$ cat config.mk
export PLATFORM = sky130hd
export DESIGN_NAME = axi_port_fifo
export DESIGN_NICKNAME = d
export VERILOG_FILES = /design/src/rtl/axi_port_fifo.sv
export SDC_FILE = /design/constraint.sdc
export NUM_CORES = 1
export LEC_CHECK = 0
export ABC_AREA = 1
export CAP_MARGIN = 0
export CORE_UTILIZATION = 50
export CTS_BUF_LIST = sky130_fd_sc_hd__clkbuf_4 sky130_fd_sc_hd__clkbuf_8
export DETAILED_ROUTE_END_ITERATION = 12
export MAX_ROUTING_LAYER = met4
export PLACE_DENSITY = 0.7
export RECOVER_POWER = 25
export REMOVE_ABC_BUFFERS = 1
export SYNTH_ARGS = -nofsm -noshare
export SYNTH_HDL_FRONTEND = slang
export SYNTH_SLANG_ARGS = --single-unit
$ cat constraint.sdc
create_clock -name S00_AXI_aclk -period 7.4 [get_ports S00_AXI_aclk]
set_input_delay 1.11 -clock S00_AXI_aclk [delete_from_list [all_inputs] [get_ports S00_AXI_aclk]]
set_output_delay 1.11 -clock S00_AXI_aclk [all_outputs]
set_load 0.03 [all_outputs]
$ cat src/rtl/axi_port_fifo.sv
// FIFO endpoint for one bridge user port: AXI writes feed a TX stream FIFO, fabric RX stream feeds AXI reads.
// The bus is never stalled; overflowing writes and underrunning reads complete with an error flag.
module axi_port_fifo #(
  parameter int DATA_W = 32,
  parameter int DEPTH  = 16,
  parameter int CNT_W  = 16,
  localparam int AW    = $clog2(DEPTH)
) (
  input  logic              S00_AXI_aclk,
  input  logic              S00_AXI_aresetn,
  input  logic              wvalid_i,
  output logic              wready_o,
  output logic              werror_o,
  input  logic [DATA_W-1:0] wdata_i,
  output logic              rvalid_o,
  input  logic              rready_i,
  output logic [DATA_W-1:0] rdata_o,
  output logic              rerror_o,
  output logic              tx_tvalid_o,
  input  logic              tx_tready_i,
  output logic [DATA_W-1:0] tx_tdata_o,
  input  logic              rx_tvalid_i,
  output logic              rx_tready_o,
  input  logic [DATA_W-1:0] rx_tdata_i,
  output logic [AW:0]       tx_level_o,
  output logic [AW:0]       rx_level_o,
  output logic [CNT_W-1:0]  tx_drop_cnt_o,
  output logic [CNT_W-1:0]  rx_unrun_cnt_o
);

  localparam logic [AW:0] FULL_LVL = (AW+1)'(DEPTH);

  logic [DATA_W-1:0] tx_mem [DEPTH];
  logic [DATA_W-1:0] rx_mem [DEPTH];
  logic [AW-1:0]     tx_wr, tx_rd, rx_wr, rx_rd;
  logic [AW:0]       tx_count, rx_count;
  logic [CNT_W-1:0]  tx_drop, rx_unrun;

  logic tx_full, tx_empty, rx_full, rx_empty;
  logic tx_push, tx_pop, tx_drop_ev, rx_push, rx_pop, rx_unrun_ev;

  // Full/empty come from the pre-edge count, so a same-cycle pop never frees room for a push.
  assign tx_full     = (tx_count == FULL_LVL);
  assign tx_empty    = (tx_count == '0);
  assign rx_full     = (rx_count == FULL_LVL);
  assign rx_empty    = (rx_count == '0);

  assign tx_push     = wvalid_i & ~tx_full;
  assign tx_drop_ev  = wvalid_i & tx_full;
  assign tx_pop      = ~tx_empty & tx_tready_i;
  assign rx_push     = rx_tvalid_i & ~rx_full;
  assign rx_pop      = rready_i & ~rx_empty;
  assign rx_unrun_ev = rready_i & rx_empty;

  assign wready_o       = 1'b1;
  assign werror_o       = tx_full;
  assign rvalid_o       = 1'b1;
  assign rerror_o       = rx_empty;
  assign rdata_o        = rx_empty ? '0 : rx_mem[rx_rd];
  assign tx_tvalid_o    = ~tx_empty;
  assign tx_tdata_o     = tx_mem[tx_rd];
  assign rx_tready_o    = ~rx_full;
  assign tx_level_o     = tx_count;
  assign rx_level_o     = rx_count;
  assign tx_drop_cnt_o  = tx_drop;
  assign rx_unrun_cnt_o = rx_unrun;

  always_ff @(posedge S00_AXI_aclk) begin
    if (tx_push) tx_mem[tx_wr] <= wdata_i;
    if (rx_push) rx_mem[rx_wr] <= rx_tdata_i;
  end

  always_ff @(posedge S00_AXI_aclk or negedge S00_AXI_aresetn) begin
    if (!S00_AXI_aresetn) begin
      tx_wr    <= '0;
      tx_rd    <= '0;
      tx_count <= '0;
      tx_drop  <= '0;
    end else begin
      if (tx_push) tx_wr <= tx_wr + AW'(1);
      if (tx_pop)  tx_rd <= tx_rd + AW'(1);
      if (tx_push && !tx_pop)      tx_count <= tx_count + (AW+1)'(1);
      else if (!tx_push && tx_pop) tx_count <= tx_count - (AW+1)'(1);
      if (tx_drop_ev && (tx_drop != '1)) tx_drop <= tx_drop + CNT_W'(1);
    end
  end

  always_ff @(posedge S00_AXI_aclk or negedge S00_AXI_aresetn) begin
    if (!S00_AXI_aresetn) begin
      rx_wr    <= '0;
      rx_rd    <= '0;
      rx_count <= '0;
      rx_unrun <= '0;
    end else begin
      if (rx_push) rx_wr <= rx_wr + AW'(1);
      if (rx_pop)  rx_rd <= rx_rd + AW'(1);
      if (rx_push && !rx_pop)      rx_count <= rx_count + (AW+1)'(1);
      else if (!rx_push && rx_pop) rx_count <= rx_count - (AW+1)'(1);
      if (rx_unrun_ev && (rx_unrun != '1)) rx_unrun <= rx_unrun + CNT_W'(1);
    end
  end

endmodule

Word-level counts from Yosys, hierarchy flattened
Memory sizes are Yosys's and may differ from the RTL's.
Cells that the tools add are included.
Storage, ports and cells
  bits in registers: 58
  RAM bits: 1024
  bits of input ports: 70
  memories kept: 2
Memories
  rx_mem: depth 16, width 32, rd ports 1, clocked after Yosys merged registers in 0, write ports 1, RTL line 34  | logic [DATA_W-1:0] rx_mem [DEPTH];
  tx_mem: depth 16, width 32, rd ports 1, clocked after Yosys merged registers in 0, write ports 1, RTL line 33  | logic [DATA_W-1:0] tx_mem [DEPTH];
Operators by class
  add/sub/neg operators: 10
  equality and inequality tests: 4
  mux-type cells: 9
  bitwise operators: 10
  reduce and logical (&&, ||, !) cells: 14
Operators with widths (count)
  $add 16x1->16 const B: 2
  $mux 32: 1
  $ne 16x16->1 const B: 2
  $mux 5: 4
  $add 4x1->4 const B: 4
  $add 5x1->5 const B: 2
  $eq 5x5->1 const B: 2
  $logic_not 5->1: 2
  $sub 5x1->5 const B: 2
  $and 1x1->1: 6
  $logic_and 1x1->1: 6
  $logic_not 1->1: 4
  $mux 1: 4
  $not 1->1: 4
  $reduce_bool 2->1: 2

Depth between registers and ports, before layout
Gate-level depths: netlist (run 1).
  depth in word-level cells: 7
  gate-level depth with buffers: 15
  gate-level depth less buffers: 15

Worst setup path after synthesis (run 1)
No wires, ideal clock.
  path kind: input to register
  start point: input port rx_tvalid_i
  end point: memory rx_mem[11][0] (enable)
  arrival time: 3711 ps
  data required time: 6939 ps
  slack: 3228 ps
  cell stages on the path: 4
  buffers on the path: 0
  cell sequence: nand2_1 inv_1 nand2_1 nor3_1
Between the ends
  longest elaborated chain between the ends: 3
Ends and longest elaborated chain
  start: declaration: RTL line 22  | input logic rx_tvalid_i,
  $and 1x1->1: RTL line 51  | assign rx_push = rx_tvalid_i & ~rx_full;
  named net rx_push: RTL line 40  | logic tx_push, tx_pop, tx_drop_ev, rx_push, rx_pop, rx_unrun_ev;
  $mux 1: RTL line 70  | if (rx_push) rx_mem[rx_wr] <= rx_tdata_i;
  $mux 1 (not written as such): RTL line 70
  end: declaration: RTL line 34
The timed path passes the listed nets, and every way through them passes these cells.

Final worst setup path (run 1)
  start point: register rx_rd[0]
  end point: output port rdata_o[8]
Between the ends
  longest elaborated chain between the ends: 2
Ends and longest elaborated chain
  start: declaration: RTL line 35  | logic [AW-1:0] tx_wr, tx_rd, rx_wr, rx_rd;
  start signal: assignment: RTL line 96  | if (rx_pop) rx_rd <= rx_rd + AW'(1);
  $mem_v2 16x32
  $mux 32: RTL line 59  | assign rdata_o = rx_empty ? '0 : rx_mem[rx_rd];
  end: declaration: RTL line 17  | output logic [DATA_W-1:0] rdata_o,
No other way between the ends.

==> metrics.yaml, run 1 <==
vdd_drop_max_uv: 449
place_inst: 4823
rows: 108
worstSetupEndpointType: "output port"
drt_pass1_iterations: 6
violations: "max-capacitance violations, max-slew violations"
crit_required_ns: 6.29
die_x_um: 299
grt_start_max_net_pins: 279
track_usage: 0.246
clock_sinks: 1082
dieHeight_um: 299
period_needed_ns: 5.84
setup_tns_ns: 0
cap_violations: 1
async_flop_share: 0.0536
synth_area_per_cell_um2: 12.1
worstSetupPathType: "reg2out"
synth-main-ff-cell: "edfxtp_1"
drt_iter0_drc: 2769
min_path_cells: 2
ys_seq_area_frac: 0.728
fin_skew_ns: 0.0353
fin_crit_sh: 0.789
cts_tree: "done"
initial_core_util: 0.507
worstPathMaxFanout: 65
via_per_inst: 5.62
drive_above_1_share: 0.0971
grt_pass1_vias: 28064
arrival_ns: 4.73
hold_class: "reg2reg"
yosysTopAreaCellShare: 0.695
cts_inserted_buffers: 171
power_density_nw_per_um2: 399
cp-start-kind: "flip-flop"
synth_top_cell_by_area: "edfxtp_1"
cts_setup_buffers: 0
drt_wl_total_um: 108000
dpl.hpwl_um: 51500
synth_area_leaders: "edfxtp_1 (70%), nand2_1 (7.5%), nand3_1 (5.4%)"
tightest_slew_ns: 3.36
timing.hold.ws_ns: 0.550
ys_ff_latch: 1082
crit_chain: "buf_4, buf_4, nand2_1, nand3_1, nand3_1, nand2_1, nand2_1, a21oi_1, clkdlybuf4s50_1"
overflow: 0
syn2layout_area_growth_pct: 14.1
clk_pin_slew_ns: 0.06
crit_top_cell: "nand2_1"
cts_root_buf: "clkbuf_8"
seqCellArea_um2: 32200
rsz0062_at_grt: "false"
yosysWarnings: 0
grt_pass1_wl_um: 162000
cts_resized: 0
synthCells: 3657
fin_nets: 3933
io_buffer_count: 179
place_congestion: 0.798
wl_per_cell_um: 20.9
htreeDepth: 4
drcViolationCount: 0
p_leak_nw: 17.9
cp_slowest_cell: "dfrtp_4"
ant_nets: 0
stdcell_count: 5144
io_pins: 182
relSlewSlack: -1.24
rr_worst_depth: 10
dr_total_vias: 28906
power_w: 0.0201
fmax_mhz: 171
status: "finished with violations"
synthTopCellsByCount: "edfxtp_1 (1024), nand2_1 (885), nand3_1 (473), nor2_1 (287), o21ai_0 (237)"
synth_cell_types: 30
grt_antenna_before_repair: 14
yosysMostFrequentCell: "edfxtp_1"
slowest_delay_ns: 0.91
drv_slew: 59
synth.cell_area_um2: 44200
hold_viol: 0
clock_path_buffers: 3
dieArea_um2: 89600
fillers: 6949
synth-edff-count: 1024
multi_input_area_um2: 10700
ctsHoldBuffers: 0
clk_latency_ns: 0.83
coreArea_um2: 87200
setup_viol_count_final: 0
==> kinds of logic (layout without fill, tap and decap cells) <==
group	count (synthesis)	in the layout	synth area share
other	1	15	0.0000848
flip-flops	1082	1082	0.728
AO/OA/AOI/OAI	485	485	0.0639
AND/OR/NAND/NOR	1670	1670	0.157
XOR/XNOR	40	40	0.00792
buffers and inverters	357	675	0.0362
adder cells (fa/ha/maj)	22	22	0.00656
==> sequential cells by signal, indices dropped and copies added, names as in the netlist, 5 cells and up <==
register / flops
tx_level_o: 5
rx_level_o: 5
tx_mem: 512
rx_unrun_cnt_o: 16
tx_drop_cnt_o: 16
rx_mem: 512
==> per-stage QoR <==
stage | cell area [µm²] | setup slack [ns] | utilization
floorplan | 43100 | -4.50 | -
global placement | 47000 | 2.47 | 0.540
detailed placement | 47000 | 2.44 | 0.540
CTS | 50400 | 1.54 | 0.579
global route | 50500 | 1.23 | 0.579
finish | 50500 | 1.56 | 0.579
==> power by group <==
part	internal, W	total [W]	switching [W]
combinational	0.00226	0.00728	0.00502
clock	0.00270	0.00502	0.00232
sequential	0.00734	0.00783	0.000485
==> cell type report <==
type	count	share of cell area
multi-input combinational	2219	0.211
inverter	136	0.0104
sequential	1082	0.639
clock inverter	71	0.0104
antenna	13	0.000645
clock buffer	237	0.0567
tap	1155	0.0286
timing repair buffer	231	0.0433
==> placed cells by master, fill, tap and decap left out, drive strengths merged <==
cell and count:
clkdlybuf4s50 137, edfxtp 1024, buf 52, xor2 23, dlygate4sd3 41, conb 2
nor2 287, xnor2 17, nand2 887, o21ai 240, bufinv 5, nand4 5
o211ai 160, inv 145, clkbuf 238, clkinv 55, fa 2, or2 1
a21oi 85, nand3 477, and2 1, ha 20, nand3b 2, dfrtp 58
diode 13, nor3 10, clkinvlp 2
==> final timing paths <==
path	to	slack, ns	startpoint
setup / recovery	rdata_o[8]	1.56	rx_rd[0]
min in group asynchronous	tx_drop_cnt_o[10]	1.50	S00_AXI_aresetn
max in group asynchronous	tx_rd[0]	3.50	S00_AXI_aresetn
hold reg to reg	rx_unrun_cnt_o[15]	0.55	rx_unrun_cnt_o[15]
setup reg to reg	rx_mem[3][7]	4.16	rx_level_o[0]
hold / removal	rx_unrun_cnt_o[15]	0.55	rx_unrun_cnt_o[15]
==> critical path: cells and delay by family (launching register included) <==
family / cells / cell delay, ns
compound gates: 1 / 0.39
buf+inv: 3 / 2.08
flops: 1 / 0.91
simple gates: 5 / 0.48
==> routing by layer <==
metal / part of all wire / global-route usage / routed length, µm
met5: 0 / - / 0
met4: 0.029 / 0.0973 / 3100
met3: 0.089 / 0.0543 / 9590
met2: 0.47 / 0.372 / 50200
met1: 0.42 / 0.325 / 44700
Note: power is estimated with default switching activity, not from simulation.
==> run 2, diff against run 1 <==
==> constraint.sdc (replaced) <==
create_clock -name S00_AXI_aclk -period 6.1 [get_ports S00_AXI_aclk]
set_input_delay 0.915 -clock S00_AXI_aclk [delete_from_list [all_inputs] [get_ports S00_AXI_aclk]]
set_output_delay 0.915 -clock S00_AXI_aclk [all_outputs]
set_load 0.03 [all_outputs]
==> run 2 against run 1 <==
Compared with the run above:
- the run still ends with max-capacitance violations, max-slew violations left
- total power up 21%
- critical path depth down 1
- largest power group unchanged
- highest routed layer unchanged
- combinational power up 24%
- clock skew up 0.0093 ns
- global-route usage up 0.41 points
- critical endpoint is now rdata_o[11]
- utilization about the same
- sequential power up 19%
==> metrics.yaml, run 2 (synthesis results as in run 1) <==
dieHeight_um: 299  # unchanged
cts_tree: "done"
grt_pass1_vias: 27821  # -0.87%
rows: 108  # unchanged
initial_core_util: 0.507  # unchanged
crit_required_ns: 5.18  # -1.11 ns
use_met1: 0.344  # +0.0188
cp-start-kind: "flip-flop"
worstSetupEndpointType: "output port"
rrSetupSlack_ns: 3.21  # -0.95 ns
pwr-share-clk: 0.246  # -0.003
io_buffer_count: 179  # unchanged
dpl.hpwl_um: 54500  # +5.8%
p_leak_nw: 17.8  # about the same
clk_pin_slew_ns: 0.06  # about the same
power_density_nw_per_um2: 484  # +21%
violations: "max-capacitance violations, max-slew violations"
fmax_mhz: 179
worstPathMaxFanout: 74  # +14%
grt_start_max_net_pins: 217  # -22%
top_usage_layer: "met2"
coreArea_um2: 87200  # unchanged
tightest_slew_ns: 3.21  # -0.146 ns
final_common_cell: "edfxtp_1"
fin_util: 0.579  # about the same
overflow: 0  # unchanged
slowest_delay_ns: 1.06  # +0.15 ns
period_needed_ns: 5.59
globalRouteMet3Util: 0.0477  # -0.00660
drt_wl_total_um: 109000  # +1.5%
pwr-share-comb: 0.371  # +0.009
dr_total_vias: 29001  # +0.33%
fillers: 7010  # +0.88%
reg_top3: "rx_mem (512), tx_mem (512)"
wl_per_cell_um: 21.2  # +1.4%
cts_root_buf: "clkbuf_8"
cap_violations: 1  # unchanged
clock_sinks: 1082  # unchanged
vdd_drop_max_uv: 536  # +19%
setup_tns_ns: 0  # unchanged
status: "finished with violations"
grt_pass1_wl_um: 165000  # +1.5%
drt_pass1_iterations: 6  # unchanged
final_area_um2: 50500  # about the same
dieArea_um2: 89600  # unchanged
fin_nets: 3942  # +0.23%
pwr-share-seq: 0.383  # -0.006
drv_slew: 59  # unchanged
min_path_cells: 1  # -1
dpl_worst_slack_ns: 1.54  # -0.901 ns
holdPathEnd: "tx_wr[2]"
place_congestion: 0.821  # +2.9%
r2r-end: "rx_mem[15][2]"
cp_slowest_cell: "dfrtp_4"
fin_skew_ns: 0.0446  # +0.00931 ns
rsz0062_at_grt: "false"
io_pins: 182  # unchanged
power_w: 0.0244  # +21%
relSlewSlack: -1.14  # +0.0971
grt_antenna_before_repair: 16  # +2
grtUsageMet2: 0.373  # +0.000386
drcViolationCount: 0  # unchanged
cts_resized: 0  # unchanged
cts_inserted_buffers: 173  # +1.2%
syn2layout_area_growth_pct: 14.1  # about the same
final_cell_mix: "edfxtp_1 (1024), nand2_1 (885), nand3_1 (473)"
rr_worst_depth: 10  # unchanged
setup_viol_count_final: 0  # unchanged
crit_family: "buffers and inverters"
r2r_start: "rx_level_o[0]"
p_sw_w: 0.00956  # +22%
worstSetupPathType: "reg2out"
die_x_um: 299  # unchanged
drive_above_1_share: 0.0972  # +0.000129
hp-start: "tx_wr[2]"
htreeDepth: 4  # unchanged
clock_path_buffers: 3  # unchanged
dpl-instance-area_um2: 47100  # +0.16%
crit_chain: "inv_4, buf_4, nand3_1, nand3_1, nand2_1, nand2_1, a21oi_1, clkdlybuf4s50_1"
hold_viol: 0  # unchanged
fin_crit_sh: 0.916
track_usage: 0.250  # +0.00409
hold_class: "reg2reg"
cts_setup_buffers: 0  # unchanged
p_sw_frac: 0.392  # +0.00301
crit_buf_inv: 3  # unchanged
setup_slack_ns: 0.512  # -1.05 ns
clk_latency_ns: 0.84  # about the same
ant_nets: 0  # unchanged
drt_iter0_drc: 3065  # +11%
arrival_ns: 4.67  # -0.06 ns
intPower_w: 0.0148  # +21%
ctsHoldBuffers: 0  # unchanged
via_per_inst: 5.63  # +0.23%
[run 2: changes by cell type in the layout (fill, tap and decap cells not counted), moves of 5 or more]
cell             delta
dlygate4sd3_1       -5
clkdlybuf4s50_1     +5
clkinv_2           -11
buf_4               +5
clkbuf_4            +5
[run 2: area by class of cell]
type                    instances  area (µm²)  area share
flip-flops and latches       1082       32200       0.639
clock inverters                61         373     0.00739
diodes                         13        32.5    0.000645
multi-input cells            2219       10700       0.211
inverters                     136         527      0.0104
repair buffers                238        2260      0.0449
clock buffers                 245        2940      0.0583
well taps                    1155        1450      0.0286
[run 2: worst max-delay path by stage]
stage / startpoint / to / slack [ns] / depth (start not counted)
CTS: rx_rd[1] / rdata_o[11] / 0.61 / 8
global placement: rx_rd[1] / rdata_o[11] / 1.48 / 8
global route: rx_rd[1] / rdata_o[11] / 0.44 / 8
detailed placement: rx_rd[1] / rdata_o[11] / 1.54 / 8
finish: rx_rd[1] / rdata_o[11] / 0.51 / 8
floorplan: rx_rd[0] / rdata_o[0] / -5.60 / 7
[run 2: stage by stage]
step / cells / hold WS [ns]
2_1_floorplan: 3437 / 0.502
3_3_place_gp: 4830 / 0.521
3_5_place_dp: 4830 / 0.530
4_1_cts: 5136 / 0.206
5_1_grt: 5147 / 0.563
6_report: 5149 / 0.543
[run 2: worst register-to-register path, delay by kind of cell (launching register included)]
| family | cells | cell delay (ns) |
|---|---|---|
| and+or+nand+nor | 6 | 1.10 |
| buffers and inverters | 4 | 1.00 |
| DFF | 1 | 0.45 |
[run 2: metal layers]
layer | routed length (µm) | share of wire | up-vias
li1 | - | - | 13373
met1 | 46700 | 0.43 | 14225
met3 | 9390 | 0.086 | 202
met4 | 2810 | 0.026 | 0
met2 | 50200 | 0.46 | 1201
met5 | 0 | 0 | -
[run 2: power by group through the flow]
| stage | Clock, W | Sequential [W] | Combinational (W) |
|---|---|---|---|
| after floorplan | 0 | 0.00998 | 0.00524 |
| after global placement | 0 | 0.00946 | 0.00892 |
| after detailed placement | 0 | 0.00948 | 0.00903 |
| after CTS | 0.00610 | 0.00933 | 0.00907 |
| after global routing | 0.00641 | 0.00940 | 0.00985 |
| final | 0.00601 | 0.00934 | 0.00906 |
